File: config.mk
export PLATFORM = sky130hd
export DESIGN_NAME = pt_check_flat
export DESIGN_NICKNAME = d
export VERILOG_FILES = /design/src/rtl/arc4_pkg.sv /design/src/rtl/pt_check_if.sv /design/src/rtl/pt_check.sv /design/src/flat_wrapper.sv
export SDC_FILE = /design/constraint.sdc
export NUM_CORES = 1
export LEC_CHECK = 0
export BUFFER_PORTS_ARGS = -buffer_cell sky130_fd_sc_hd__buf_2
export CORE_ASPECT_RATIO = 0.75
export CORE_MARGIN = 2
export CORE_UTILIZATION = 42
export CTS_CLUSTER_DIAMETER = 40
export DETAILED_ROUTE_END_ITERATION = 12
export GPL_ROUTABILITY_DRIVEN = 1
export PLACE_DENSITY = 0.76
export RECOVER_POWER = 25
export SLEW_MARGIN = 40
export SYNTH_ARGS = -nofsm -noshare
export SYNTH_HDL_FRONTEND = slang
export SYNTH_SLANG_ARGS = --single-unit
File: constraint.sdc
create_clock -name clk -period 2.5 [get_ports clk]
set_clock_uncertainty 0.1 [all_clocks]
set_input_delay 0.25 -clock clk [delete_from_list [all_inputs] [get_ports clk]]
set_output_delay 0.25 -clock clk [all_outputs]
set_load 0.005 [all_outputs]
File: src/rtl/arc4_pkg.sv
// Shared definitions for the ARC4 cracking engine.
//   pt_state_t   : states of the plaintext checker FSM
//   CHAR_LO_DEF  : lowest printable ASCII byte accepted (inclusive)
//   CHAR_HI_DEF  : highest printable ASCII byte accepted (inclusive)
//   MSG_LEN_W    : width of message length / byte counters
//   KEY_W        : width of the candidate key searched by the engine
package arc4_pkg;

  localparam int MSG_LEN_W = 8;
  localparam int KEY_W     = 24;

  localparam logic [7:0] CHAR_LO_DEF = 8'h20;
  localparam logic [7:0] CHAR_HI_DEF = 8'h7E;

  typedef enum logic [1:0] {
    IDLE = 2'd0,
    RUN  = 2'd1,
    FIN  = 2'd2
  } pt_state_t;

endpackage

File: src/rtl/pt_check_if.sv
// Handshake and result bundle between the crack engine and pt_check.
//   start/msg_len/rdy          : message start request, accepted when rdy=1
//   in_valid/in_data/in_ready  : plaintext byte stream, one byte per handshake
//   done/pass/abort/bad_idx    : verdict; done and abort are one-cycle pulses
//   byte_cnt                   : bytes accepted so far in the current message
// Modports: master = engine side, slave = checker side.
interface pt_check_if;
  import arc4_pkg::*;

  logic                 start;
  logic [MSG_LEN_W-1:0] msg_len;
  logic                 rdy;
  logic                 in_valid;
  logic [7:0]           in_data;
  logic                 in_ready;
  logic                 done;
  logic                 pass;
  logic                 abort;
  logic [MSG_LEN_W-1:0] bad_idx;
  logic [MSG_LEN_W-1:0] byte_cnt;

  modport master (
    output start, msg_len, in_valid, in_data,
    input  rdy, in_ready, done, pass, abort, bad_idx, byte_cnt
  );

  modport slave (
    input  start, msg_len, in_valid, in_data,
    output rdy, in_ready, done, pass, abort, bad_idx, byte_cnt
  );

endinterface

File: src/rtl/pt_check.sv
// Streaming plaintext validator following the ARC4 decrypt datapath.
// Checks that every byte of one candidate message lies in [CHAR_LO, CHAR_HI],
// reporting pass/fail, the first failing index and an early-abort pulse so
// the engine can drop the current key and move on.
// Ports:
//   clk  : system clock, all state updates on the rising edge
//   rst  : synchronous active-high reset (engine drives rst = ~rst_n)
//   bus  : pt_check_if.slave -- start/msg_len/rdy, byte stream, verdict
module pt_check
  import arc4_pkg::*;
#(
  parameter logic [7:0] CHAR_LO = CHAR_LO_DEF,
  parameter logic [7:0] CHAR_HI = CHAR_HI_DEF
) (
  input  logic        clk,
  input  logic        rst,
  pt_check_if.slave   bus
);

  pt_state_t            state_q, state_d;
  logic [MSG_LEN_W-1:0] len_q, len_d;
  logic [MSG_LEN_W-1:0] cnt_q, cnt_d;
  logic [MSG_LEN_W-1:0] bad_idx_q, bad_idx_d;
  logic                 pass_q, pass_d;
  logic                 fail_q, fail_d;   // abort request carried into FIN

  logic [MSG_LEN_W-1:0] cnt_inc;
  logic                 byte_ok;

  // msg_len tops out at 255, so cnt_q+1 never needs a ninth bit.
  assign cnt_inc = cnt_q + 8'd1;
  // Unsigned compare: 8'h80..8'hFF fall above CHAR_HI and are rejected.
  assign byte_ok = (bus.in_data >= CHAR_LO) && (bus.in_data <= CHAR_HI);

  // Outputs decode directly from registered state; no combinational path
  // from the byte stream to the verdict.
  assign bus.rdy      = (state_q == IDLE);
  assign bus.in_ready = (state_q == RUN);
  assign bus.done     = (state_q == FIN);
  assign bus.abort    = (state_q == FIN) && fail_q;
  assign bus.pass     = pass_q;
  assign bus.bad_idx  = bad_idx_q;
  assign bus.byte_cnt = cnt_q;

  // NOTE: every signal driven here gets a default first, so no path through
  // the case statement can leave one unassigned and infer a latch.
  always_comb begin
    state_d   = state_q;
    len_d     = len_q;
    cnt_d     = cnt_q;
    bad_idx_d = bad_idx_q;
    pass_d    = pass_q;
    fail_d    = fail_q;

    unique case (state_q)
      IDLE: begin
        if (bus.start) begin
          len_d     = bus.msg_len;
          cnt_d     = '0;
          bad_idx_d = '0;
          pass_d    = 1'b0;
          fail_d    = 1'b0;
          if (bus.msg_len == '0) begin
            pass_d  = 1'b1;
            state_d = FIN;
          end else begin
            state_d = RUN;
          end
        end
      end

      RUN: begin
        // start is deliberately not looked at here.
        if (bus.in_valid) begin
          cnt_d = cnt_inc;              // a bad byte is still counted
          if (!byte_ok) begin
            bad_idx_d = cnt_q;
            pass_d    = 1'b0;
            fail_d    = 1'b1;
            state_d   = FIN;
          end else if (cnt_inc == len_q) begin
            pass_d  = 1'b1;
            state_d = FIN;
          end
        end
      end

      FIN: begin
        state_d = IDLE;
      end

      default: begin
        state_d = IDLE;
      end
    endcase
  end

  // NOTE: sequential state uses non-blocking assignments so every register
  // samples the pre-edge values computed above, independent of statement order.
  always_ff @(posedge clk) begin
    if (rst) begin
      state_q   <= IDLE;
      len_q     <= '0;
      cnt_q     <= '0;
      bad_idx_q <= '0;
      pass_q    <= 1'b0;
      fail_q    <= 1'b0;
    end else begin
      state_q   <= state_d;
      len_q     <= len_d;
      cnt_q     <= cnt_d;
      bad_idx_q <= bad_idx_d;
      pass_q    <= pass_d;
      fail_q    <= fail_d;
    end
  end

endmodule
File: src/flat_wrapper.sv
// flat-port wrapper written by rule: the top's interface ports become plain ports
module pt_check_flat import arc4_pkg::*;
#(
  parameter logic [7:0] CHAR_LO = CHAR_LO_DEF,
  parameter logic [7:0] CHAR_HI = CHAR_HI_DEF
)
  (clk, rst, bus_start, bus_msg_len, bus_in_valid, bus_in_data, bus_rdy, bus_in_ready, bus_done, bus_pass, bus_abort, bus_bad_idx, bus_byte_cnt);
  pt_check_if bus_i ();
  input  logic clk;
  input  logic rst;
  input wire logic [$bits(bus_i.start)-1:0] bus_start;
  input wire logic [$bits(bus_i.msg_len)-1:0] bus_msg_len;
  input wire logic [$bits(bus_i.in_valid)-1:0] bus_in_valid;
  input wire logic [$bits(bus_i.in_data)-1:0] bus_in_data;
  output wire logic [$bits(bus_i.rdy)-1:0] bus_rdy;
  output wire logic [$bits(bus_i.in_ready)-1:0] bus_in_ready;
  output wire logic [$bits(bus_i.done)-1:0] bus_done;
  output wire logic [$bits(bus_i.pass)-1:0] bus_pass;
  output wire logic [$bits(bus_i.abort)-1:0] bus_abort;
  output wire logic [$bits(bus_i.bad_idx)-1:0] bus_bad_idx;
  output wire logic [$bits(bus_i.byte_cnt)-1:0] bus_byte_cnt;
  assign bus_i.start = bus_start;
  assign bus_i.msg_len = bus_msg_len;
  assign bus_i.in_valid = bus_in_valid;
  assign bus_i.in_data = bus_in_data;
  assign bus_rdy = bus_i.rdy;
  assign bus_in_ready = bus_i.in_ready;
  assign bus_done = bus_i.done;
  assign bus_pass = bus_i.pass;
  assign bus_abort = bus_i.abort;
  assign bus_bad_idx = bus_i.bad_idx;
  assign bus_byte_cnt = bus_i.byte_cnt;
  pt_check #(.CHAR_LO(CHAR_LO), .CHAR_HI(CHAR_HI)) u_core (.clk(clk), .rst(rst), .bus(bus_i));
endmodule
# ---- Word-level counts from Yosys, hierarchy flattened
# Index checks and enable logic that the tools add are counted.
dict set report op_classes {
  n_reduce_logical 10
  n_lt_le_gt_ge 2
  eq_ne 7
  n_mux 22
  add_sub_neg 1
}
# operator count
set ops {}
lappend ops {{2-to-1 mux 8 bit} 4}
lappend ops {{case mux 8 bit (2 select lines)} 2}
lappend ops {{2-to-1 mux 2 bit} 5}
lappend ops {{adder 8 x 1 -> 8 bit, second input constant} 1}
lappend ops {{equality test 8 bit} 1}
lappend ops {{>= comparator 8 x 6 -> 1 bit, second input constant} 1}
lappend ops {{<= comparator 8 x 7 -> 1 bit, second input constant} 1}
lappend ops {{zero test 8 bit} 1}
lappend ops {{2-to-1 mux 1 bit} 8}
lappend ops {{AND reduction 4 bit} 2}
lappend ops {{!= test 2 bit, second input constant} 3}
lappend ops {{AND reduction 3 bit} 2}
lappend ops {{case mux 1 bit (2 select lines)} 2}
lappend ops {{case mux 2 bit (2 select lines)} 1}
lappend ops {{!= test 3 bit, second input constant} 1}
lappend ops {{equality test 2 x 1 -> 1 bit, second input constant} 1}
lappend ops {{equality test 2 bit, second input constant} 1}
lappend ops {{logical AND 1 bit} 2}
lappend ops {{zero test 2 bit} 1}
lappend ops {{AND reduction 2 bit} 1}
lappend ops {{nonzero test 2 bit} 1}
dict set report totals {
  output_inout_bits 21
  ff_bits 28
  inputBits 20
}

# ---- Longest topological paths before layout
# Gate-level depths: netlist (run 1).
dict set report logic_depth {
  ltp_word 6
  depth_mapped 7
  mapped_depth_nobuf 6
}

# ---- Worst setup path after synthesis (run 1)
# Ideal clock, no wire load.
dict set report synth_path {
  path_type {flip-flop to flip-flop}
  startpoint {register u_core.cnt_q[1], in the netlist u_core.bus.byte_cnt[1]}
  endpoint {register u_core.state_q[1]}
  arrival_time_ps 1757
  setup_time_ps 61
  required_time_ps 2339
  setup_slack_ps 583
  n_path_buf 0
  period_less_slack_ps 1917
  path_stages_with_launch 7
  cell_sequence {dfxtp_1 -> ha_1 -> and3_1 -> nand3_1 -> xnor2_1 -> nor4_2 -> o221a_1}
}
dict set report synth_between {
  elab_chain_cells 4
}
# item line
set synth_rtl {}
lappend synth_rtl {{start: declaration} pt_check.sv:22} ;# logic [MSG_LEN_W-1:0] cnt_q, cnt_d;
lappend synth_rtl {{start signal: assignment} pt_check.sv:111} ;# cnt_q <= cnt_d;
lappend synth_rtl {{adder 8 x 1 -> 8 bit} pt_check.sv:31} ;# assign cnt_inc = cnt_q + 8'd1;
lappend synth_rtl {{equality test 8 bit} pt_check.sv:81} ;# end else if (cnt_inc == len_q) begin
lappend synth_rtl {{!= test 3 bit (no line)} n/a}
lappend synth_rtl {{AND reduction 3 bit (no line)} n/a}
lappend synth_rtl {{end signal: assignment} pt_check.sv:109} ;# state_q <= state_d;
lappend synth_rtl {{end: declaration} pt_check.sv:20} ;# pt_state_t state_q, state_d;
# Every way passes these cells.
# A chain may end at the register's enable or synchronous reset.

# ---- Final worst setup path (run 1)
# Same ends and word-level chain as after synthesis.

==> impl_results.md, run 1 <==
- Dominant cell type by area after synthesis: dfxtp_1
- Wl on met1: 1.62 mm
- Clock tree sinks: 28
- Primary FF master, synth: dfxtp_1
- Post-synth EDFFs: 0
- Row cnt: 18
- CP Class: reg2reg
- Via density per instance: 5.72
- Total number of yosys warnings: 0
- Gr ovfl total: 0
- Starting DRT DRC Count: 88
- # DRC: 0
- Num CTS Buffers: 3
- Clk slew on worst S/H paths: 0.10 ns
- Worst setup SP type: register
- GRT Util Overall: 0.186
- WL met2: 1.64 mm
- Effective utilization at floorplan: 0.444
- CTS tree: yes
- RD Place Congestion: 0.893
- Status: finished, final reports clean
- Vias: 1442
- Filler cells: 330
- Core area: 3330 um2
- Initial antenna violation count: 0
- Post-synthesis sequential area ratio: 0.379
- Async SR Flop Fraction: 0
- Dominant cells by area after synthesis: dfxtp_1 (38%), nand2_1 (6.8%), nor2_1 (5.3%)
- H-tree levels: 1
- WHS: 0.109 ns
- CP endpoint kind: register
- Final Non-Filler Cells: 252
- Worst Hold Class: in2reg
- Yosys cell types: 52
- Hold_buf cts: 0
- Slew Limit Fails: 0
- Placed insts: 248
- Synth Net Count: 199
- Synth top area share: 0.379
- Max Cap Violations: 0
- Lkg Pwr: 0.727 nW
- Fin Setup TNS: 0 ns
- Area grow syn2layout: 18.2%
- Post-detail-place hpwl: 2.67 mm
- Synth Register Bits: 28
- Router iterations before antenna repair: 4
- Pin count of the biggest net entering global routing: 30
- # diodes: 0
- # nets final: 234
- Post-CTS setup buffers: 0
- Synth cell count leaders: dfxtp_1 (28), nand2_1 (27), nor2_1 (21), a21oi_1 (13), a22oi_1 (9)
- Worst Path Required: 2.62 ns
- RSZ-0062 raised after global routing: false
- Final wirelength: 3.56 mm
- Vias in the first global route: 1242
- Worst-path fanout max: 7
- Insertion delay to the later sink of the worst-skew pair: 0.27 ns
- Fin crit period: 2.20 ns
- Fin crit share: 0.878
- DIE HEIGHT: 55.4 um
- Die Wd: 72.6 um
- First-pass GRT wire length: 6.01 mm
- Clock buffer depth: 2
- Cells after synthesis: 178
- Layout cells sized above 1: 0.245
- Final Setup Violations: 0
- Post-Syn Area per Cell: 8.32 um2
- Count leader, synth: dfxtp_1
- WP data arrival: 2.32 ns
- Cts repair resizes: 0
- Max VDD drop: 374 uV
- Antenna viol nets, final: 0
- Pwr per Cell Area: 568 nW/um2
- Top layer in use: met4
- Fmax: 456 MHz
- Rel. slew slack: 0.633
- Root buffer cell: clkbuf_8
- Fin. Hold Viols: 0
- Met3 wire length: 287 um
- Top Ports: 41
- WL/cell: 14.1 um
- Mapped cell area: 1480 um2
- Die area: 4020 um2
- I/O Buffers: 40
- Slew @ Worst Pin: 0.548 ns
==> sequential cells by signal (all words and copies together) (netlist names) <==
signal,flops
u_core.state_q,2
u_core.fail_q,1
u_core.bus.byte_cnt,8
u_core.bus.bad_idx,8
u_core.len_q,8
u_core.bus.pass,1
==> path summary, 6_finish.rpt <==
kind / startpoint / slack, ns / to / cells after the start
min reg2reg: u_core.len_q[7] / 0.38 / u_core.len_q[7] / 2
min: bus_msg_len[0] / 0.11 / u_core.len_q[0] / 3
max reg2reg: u_core.bus.byte_cnt[1] / 0.30 / u_core.state_q[1] / 6
max: u_core.bus.byte_cnt[1] / 0.30 / u_core.state_q[1] / 6
==> metal layers <==
layer,GRT usage,vias up
met3,0.0493,2
met5,0,-
met1,0.272,679
met4,0.0291,0
met2,0.278,51
li1,-,710
==> cell usage in the layout (no fill, tap or decap), types with 2 or more instances in the layout <==
| cell type | count |
|---|---|
| or4_1 | 3 |
| clkbuf_8 | 3 |
| nand3_1 | 6 |
| xnor2_1 | 5 |
| nor3_1 | 3 |
| buf_4 | 3 |
| nor2b_1 | 3 |
| a31oi_1 | 2 |
| nor2_1 | 21 |
| a22oi_1 | 9 |
| nand3b_1 | 2 |
| o21ai_0 | 2 |
| a21oi_1 | 13 |
| and2_1 | 2 |
| a311oi_1 | 2 |
| inv_1 | 3 |
| clkbuf_1 | 3 |
| or2_2 | 2 |
| dfxtp_1 | 28 |
| xor2_1 | 4 |
| buf_2 | 37 |
| nand2_1 | 27 |
==> worst max-delay path, stage by stage (launching register included) <==
cell and delay [ns]:
dfxtp_1 0.49, ha_1 0.33, and3_1 0.27, nand3_1 0.13, xnor2_1 0.18, nor4_2 0.41
o221a_1 0.24
==> final cells by class <==
class                   count  area, um2  share of cell area
clock buffers               3       41.3              0.0236
clock inverters             1       30.0              0.0172
inverters                   4       15.0             0.00858
multi-input cells         133        833               0.476
flip-flops and latches     28        561               0.320
well taps                  40       50.0              0.0286
repair buffers             43        219               0.125
==> cells by family (layout without fill, tap and decap cells) <==
group	after synthesis	count (layout)	share of synthesized area
adders and majority gates	1	1	0.00845
buffers and inverters	17	51	0.0583
AOI/OAI and AO/OA	45	45	0.231
DFF	28	28	0.379
xor gates and xnor gates	9	9	0.0533
and+or+nand+nor	78	78	0.271
==> report_power, final <==
part | total, W | internal [W] | switching [W]
clock network | 0.000354 | 0.000214 | 0.000140
registers | 0.000483 | 0.000463 | 0.0000203
logic | 0.000157 | 0.0000655 | 0.0000910
total | 0.000994 | 0.000743 | 0.000251
==> through the flow <==
| stage | util | worst slack, ns | instance area [um2] | total power [W] |
|---|---|---|---|---|
| 6_report | 0.525 | 0.305 | 1750 | 0.000994 |
| 5_1_grt | 0.525 | 0.126 | 1750 | 0.00104 |
| 4_1_cts | 0.526 | 0.297 | 1750 | 0.00100 |
| 3_5_place_dp | 0.505 | 0.330 | 1680 | 0.000650 |
| 3_3_place_gp | 0.505 | 0.398 | 1680 | 0.000648 |
| 2_1_floorplan | - | 0.583 | 1480 | 0.000591 |
Power figures use the tool's default switching activity.
==> run 2: changes to the inputs <==
==> constraint.sdc (replaced) <==
create_clock -name clk -period 2.6 [get_ports clk]
set_clock_uncertainty 0.1 [all_clocks]
set_input_delay 0.26 -clock clk [delete_from_list [all_inputs] [get_ports clk]]
set_output_delay 0.26 -clock clk [all_outputs]
set_load 0.005 [all_outputs]
==> impl_results.md, run 2 (synthesized netlist as in run 1, its figures left out) <==
- Fmax: 439 MHz
- Sequential share of power: 0.524
- Root buffer cell: clkbuf_8
- WP data arrival: 2.41 ns
- Flop-to-flop setup slack: 0.32 ns
- Layout cells sized above 1: 0.246
- Final wirelength: 3.68 mm
- Final Setup Violations: 0
- Final core occ: 0.518
- Post-CTS setup buffers: 0
- Pin count of the biggest net entering global routing: 30
- Effective utilization at floorplan: 0.444
- Worst Hold Class: in2reg
- Slew Limit Fails: 0
- Top Ports: 41
- RD Place Congestion: 0.883
- Die Wd: 72.6 um
- Clk slew on worst S/H paths: 0.10 ns
- Met3 Track Usage GR: 0.0566
- Worst setup SP type: register
- Die area: 4020 um2
- Vias in the first global route: 1260
- CP Class: reg2reg
- Num CTS Buffers: 3
- CP endpoint kind: register
- Starting DRT DRC Count: 165
- Clock share of power: 0.307
- Lkg Pwr: 0.720 nW
- Clock tree sinks: 28
- # diodes: 0
- Met1 usage: 0.284
- Cts repair resizes: 0
- Worst slack at placement: 0.392 ns
- Slew @ Worst Pin: 0.554 ns
- Final Non-Filler Cells: 251
- Critical-path cell list: ha_1, and3_1, nand3_1, xnor2_1, nor4_2, o221a_1
- Commonest non-fill, non-tap cell in the layout: buf_2
- Fin crit period: 2.28 ns
- GRT Util Overall: 0.187
- Fin. Hold Viols: 0
- Hold depth: 3
- Hold_buf cts: 0
- Sw Share: 0.277
- # DRC: 0
- Status: finished, final reports clean
- Vias: 1433
- I/O Buffers: 40
- First-pass GRT wire length: 6.02 mm
- H-tree levels: 1
- Power, Total: 0.000886 W
- Rel. slew slack: 0.631
- Final setup margin: 0.324 ns
- Design internal power: 0.000641 W
- Worst Path Required: 2.73 ns
- Filler cells: 327
- Max Cap Violations: 0
- Area grow syn2layout: 16.7%
- WL/cell: 14.7 um
- CP max stage delay: 0.51 ns
- Via density per instance: 5.71
- Router iterations before antenna repair: 4
- Fin crit share: 0.876
- Initial antenna violation count: 0
- Fin Setup TNS: 0 ns
- Net load switching power: 0.000245 W
- CTS tree: yes
- Worst Reg2Reg Path Length in Cells: 6
- Core area: 3330 um2
- Worst-path fanout max: 7
- Post-detail-place hpwl: 2.62 mm
- Met2 usage: 0.265
- Clock buffer depth: 2
- Insertion delay to the later sink of the worst-skew pair: 0.28 ns
- RSZ-0062 raised after global routing: false
- Slowest-stage cell, CP: dfxtp_1
- Comb pwr share: 0.169
- Pwr per Cell Area: 513 nW/um2
- Placed insts: 247
- Gr ovfl total: 0
- Commonest non-fill, non-tap cells in the layout: buf_2 (38), dfxtp_1 (28), nand2_1 (27), nor2_1 (21), a21oi_1 (13)
- DIE HEIGHT: 55.4 um
- GR peak layer: met1
- Max VDD drop: 406 uV
- # nets final: 233
- Antenna viol nets, final: 0
- Row cnt: 18
==> run 2: cell count changes in the layout (fill, tap and decap cells not counted), sizes merged <==
cell / before / now
bufinv: 1 / 0
==> run 2: power groups by stage <==
stage / clock (W) / sequential [W] / combinational (W)
after global routing: 0.000298 / 0.000467 / 0.000165
final: 0.000272 / 0.000465 / 0.000149
after floorplan: 0 / 0.000465 / 0.000104
after detailed placement: 0 / 0.000474 / 0.000148
after global placement: 0 / 0.000474 / 0.000146
after CTS: 0.000279 / 0.000464 / 0.000149
==> run 2: path summary, 6_finish.rpt <==
check | start | to
setup reg to reg | u_core.bus.byte_cnt[1] | u_core.state_q[1]
setup / recovery | u_core.bus.byte_cnt[1] | u_core.state_q[1]
hold reg to reg | u_core.len_q[4] | u_core.len_q[4]
hold / removal | bus_msg_len[7] | u_core.len_q[7]
==> run 2: final cells by class <==
type	instances	area, um2	share of cell area
clock buffer	4	55.1	0.0319
inverter	4	15.0	0.00870
multi-input combinational	133	833	0.483
sequential	28	561	0.325
tap	40	50.0	0.0290
timing repair buffer	42	213	0.123
==> run 2: critical path: cells and delay by family, from the launching register on <==
family,cells,cell delay [ns]
fa+ha+maj,1,0.34
compound gates,1,0.25
xor+xnor,1,0.17
flops,1,0.51
simple gates,3,0.85
==> run 2: metal layers <==
| layer | part of all wire | up-vias |
|---|---|---|
| met1 | 0.49 | 688 |
| met2 | 0.45 | 40 |
| met3 | 0.058 | 2 |
| met4 | 0.0035 | 0 |
| li1 | - | 703 |
| met5 | 0 | - |
==> run 2: per-stage QoR <==
stage,hold WS [ns],cell area (um2)
final,0.120,1730
after global routing,0.118,1730
after CTS,0.117,1730
after detailed placement,0.364,1670
after global placement,0.359,1670
after floorplan,0.296,1480
==> run 3: changes to the inputs <==
--- a/config.mk
+++ b/config.mk
@@ -5,14 +5,14 @@
 export SDC_FILE = /design/constraint.sdc
 export NUM_CORES = 1
 export LEC_CHECK = 0
-export BUFFER_PORTS_ARGS = -buffer_cell sky130_fd_sc_hd__buf_2
 export CORE_ASPECT_RATIO = 0.75
 export CORE_MARGIN = 2
 export CORE_UTILIZATION = 42
 export CTS_CLUSTER_DIAMETER = 40
 export DETAILED_ROUTE_END_ITERATION = 12
+export DONT_BUFFER_PORTS = 1
 export GPL_ROUTABILITY_DRIVEN = 1
-export PLACE_DENSITY = 0.76
+export PLACE_DENSITY = 0.66
 export RECOVER_POWER = 25
 export SLEW_MARGIN = 40
 export SYNTH_ARGS = -nofsm -noshare
==> impl_results.md, run 3 (synthesized netlist as in run 1, its figures left out) <==
- Final core occ: 0.464
- CTS tree: yes
- Starting DRT DRC Count: 124
- Worst setup SP type: register
- Die Wd: 72.6 um
- Router iterations before antenna repair: 4
- Filler cells: 329
- GRT Util Overall: 0.182
- Fin crit share: 0.816
- CP endpoint kind: register
- Core area: 3330 um2
- Fin crit period: 2.12 ns
- Layout cells sized above 1: 0.0814
- Num CTS Buffers: 3
- Pwr per Cell Area: 601 nW/um2
- Area grow syn2layout: 4.48%
- Insertion delay to the later sink of the worst-skew pair: 0.28 ns
- Gr ovfl total: 0
- Via density per instance: 6.04
- Vias in the first global route: 1133
- Fin Setup TNS: 0 ns
- Vias: 1281
- WP data arrival: 2.24 ns
- # DRC: 0
- Top Ports: 41
- # nets final: 194
- Status: finished, final reports clean
- Die area: 4020 um2
- I/O Buffers: 0
- DIE HEIGHT: 55.4 um
- Design internal power: 0.000695 W
- CP Class: reg2reg
- Slew @ Worst Pin: 0.548 ns
- RD Place Congestion: 0.959
- # diodes: 0
- RSZ-0062 raised after global routing: false
- Root buffer cell: clkbuf_8
- Clock share of power: 0.370
- Max VDD drop: 348 uV
- Comb pwr share: 0.131
- Antenna viol nets, final: 0
- Sequential share of power: 0.499
- Sw Share: 0.252
- Initial antenna violation count: 0
- Effective utilization at floorplan: 0.444
- Clock tree sinks: 28
- Max Cap Violations: 0
- Row cnt: 18
- Final Setup Violations: 0
- Post-CTS setup buffers: 0
- Placed insts: 207
- Net load switching power: 0.000234 W
- Commonest non-fill, non-tap cells in the layout: dfxtp_1 (28), nand2_1 (27), nor2_1 (21), a21oi_1 (13), a22oi_1 (9)
- Worst Hold Class: in2reg
- Clk slew on worst S/H paths: 0.10 ns
- First-pass GRT wire length: 5.73 mm
- Fin. Hold Viols: 0
- Clock buffer depth: 2
- Final Non-Filler Cells: 212
- Lkg Pwr: 0.548 nW
- Fmax: 472 MHz
- Worst-path fanout max: 10
- WHS: 0.00549 ns
- Slew Limit Fails: 0
- Commonest non-fill, non-tap cell in the layout: dfxtp_1
- Worst Path Required: 2.72 ns
- H-tree levels: 1
- WL/cell: 16.6 um
- Pin count of the biggest net entering global routing: 27
- Final wirelength: 3.53 mm
- Rel. slew slack: 0.633
- Post-detail-place hpwl: 2.61 mm
==> run 3: changes by cell type in the layout (fill, tap and decap cells not counted) <==
cell,delta
buf_2,-37
buf_4,-1
bufinv_16,+1
clkbuf_1,-1
clkbuf_8,-1
==> run 3: worst paths after layout <==
check                          from                end  slack [ns]  cells past startpoint
max          u_core.bus.byte_cnt[3]  u_core.state_q[1]        0.48                      5
min                  bus_msg_len[2]    u_core.len_q[2]       0.005                      2
min reg2reg         u_core.len_q[4]    u_core.len_q[4]        0.39                      2
max reg2reg  u_core.bus.byte_cnt[3]  u_core.state_q[1]        0.48                      5
==> run 3: power groups by stage <==
| stage | combinational, W | sequential (W) | clock [W] |
|---|---|---|---|
| floorplan | 0.000104 | 0.000465 | 0 |
| global placement | 0.000113 | 0.000472 | 0 |
| detailed placement | 0.000115 | 0.000473 | 0 |
| CTS | 0.000123 | 0.000463 | 0.000351 |
| global route | 0.000137 | 0.000466 | 0.000367 |
| finish | 0.000122 | 0.000463 | 0.000344 |
==> run 3: per-stage QoR <==
| step | power, W | area, um2 | setup slack, ns |
|---|---|---|---|
| finish | 0.000929 | 1550 | 0.479 |
| global route | 0.000970 | 1550 | 0.348 |
| detailed placement | 0.000588 | 1470 | 0.534 |
| floorplan | 0.000568 | 1480 | 0.683 |
| CTS | 0.000937 | 1560 | 0.497 |
| global placement | 0.000585 | 1470 | 0.590 |
==> run 3: worst max-delay path, cell delays in order, from the launching register on <==
cell	delay, ns
dfxtp_1	0.62
and3_1	0.34
nand3_1	0.15
xnor2_1	0.20
nor4_2	0.40
o221a_1	0.25
==> run 3: routing by layer <==
layer | vias to the layer above | GRT usage | wire, um
met5 | - | 0 | 0
met1 | 610 | 0.265 | 1610
met3 | 5 | 0.0620 | 291
met2 | 41 | 0.257 | 1590
met4 | 0 | 0.0397 | 31
li1 | 625 | - | -
==> run 3: final cells by class <==
cell class / instances / area, um2 / share of cell area
Clock buffer: 3 / 41.3 / 0.0267
Clock inverter: 1 / 30.0 / 0.0194
Inverter: 4 / 15.0 / 0.00971
Multi-Input combinational cell: 133 / 833 / 0.539
Sequential cell: 28 / 561 / 0.362
Tap cell: 40 / 50.0 / 0.0324
Timing Repair Buffer: 3 / 16.3 / 0.0105
==> run 3: timing repair <==
item,CTS,global route
resized for setup,0,0
endpoints found under the hold margin,26,0
hold buffers,1,0
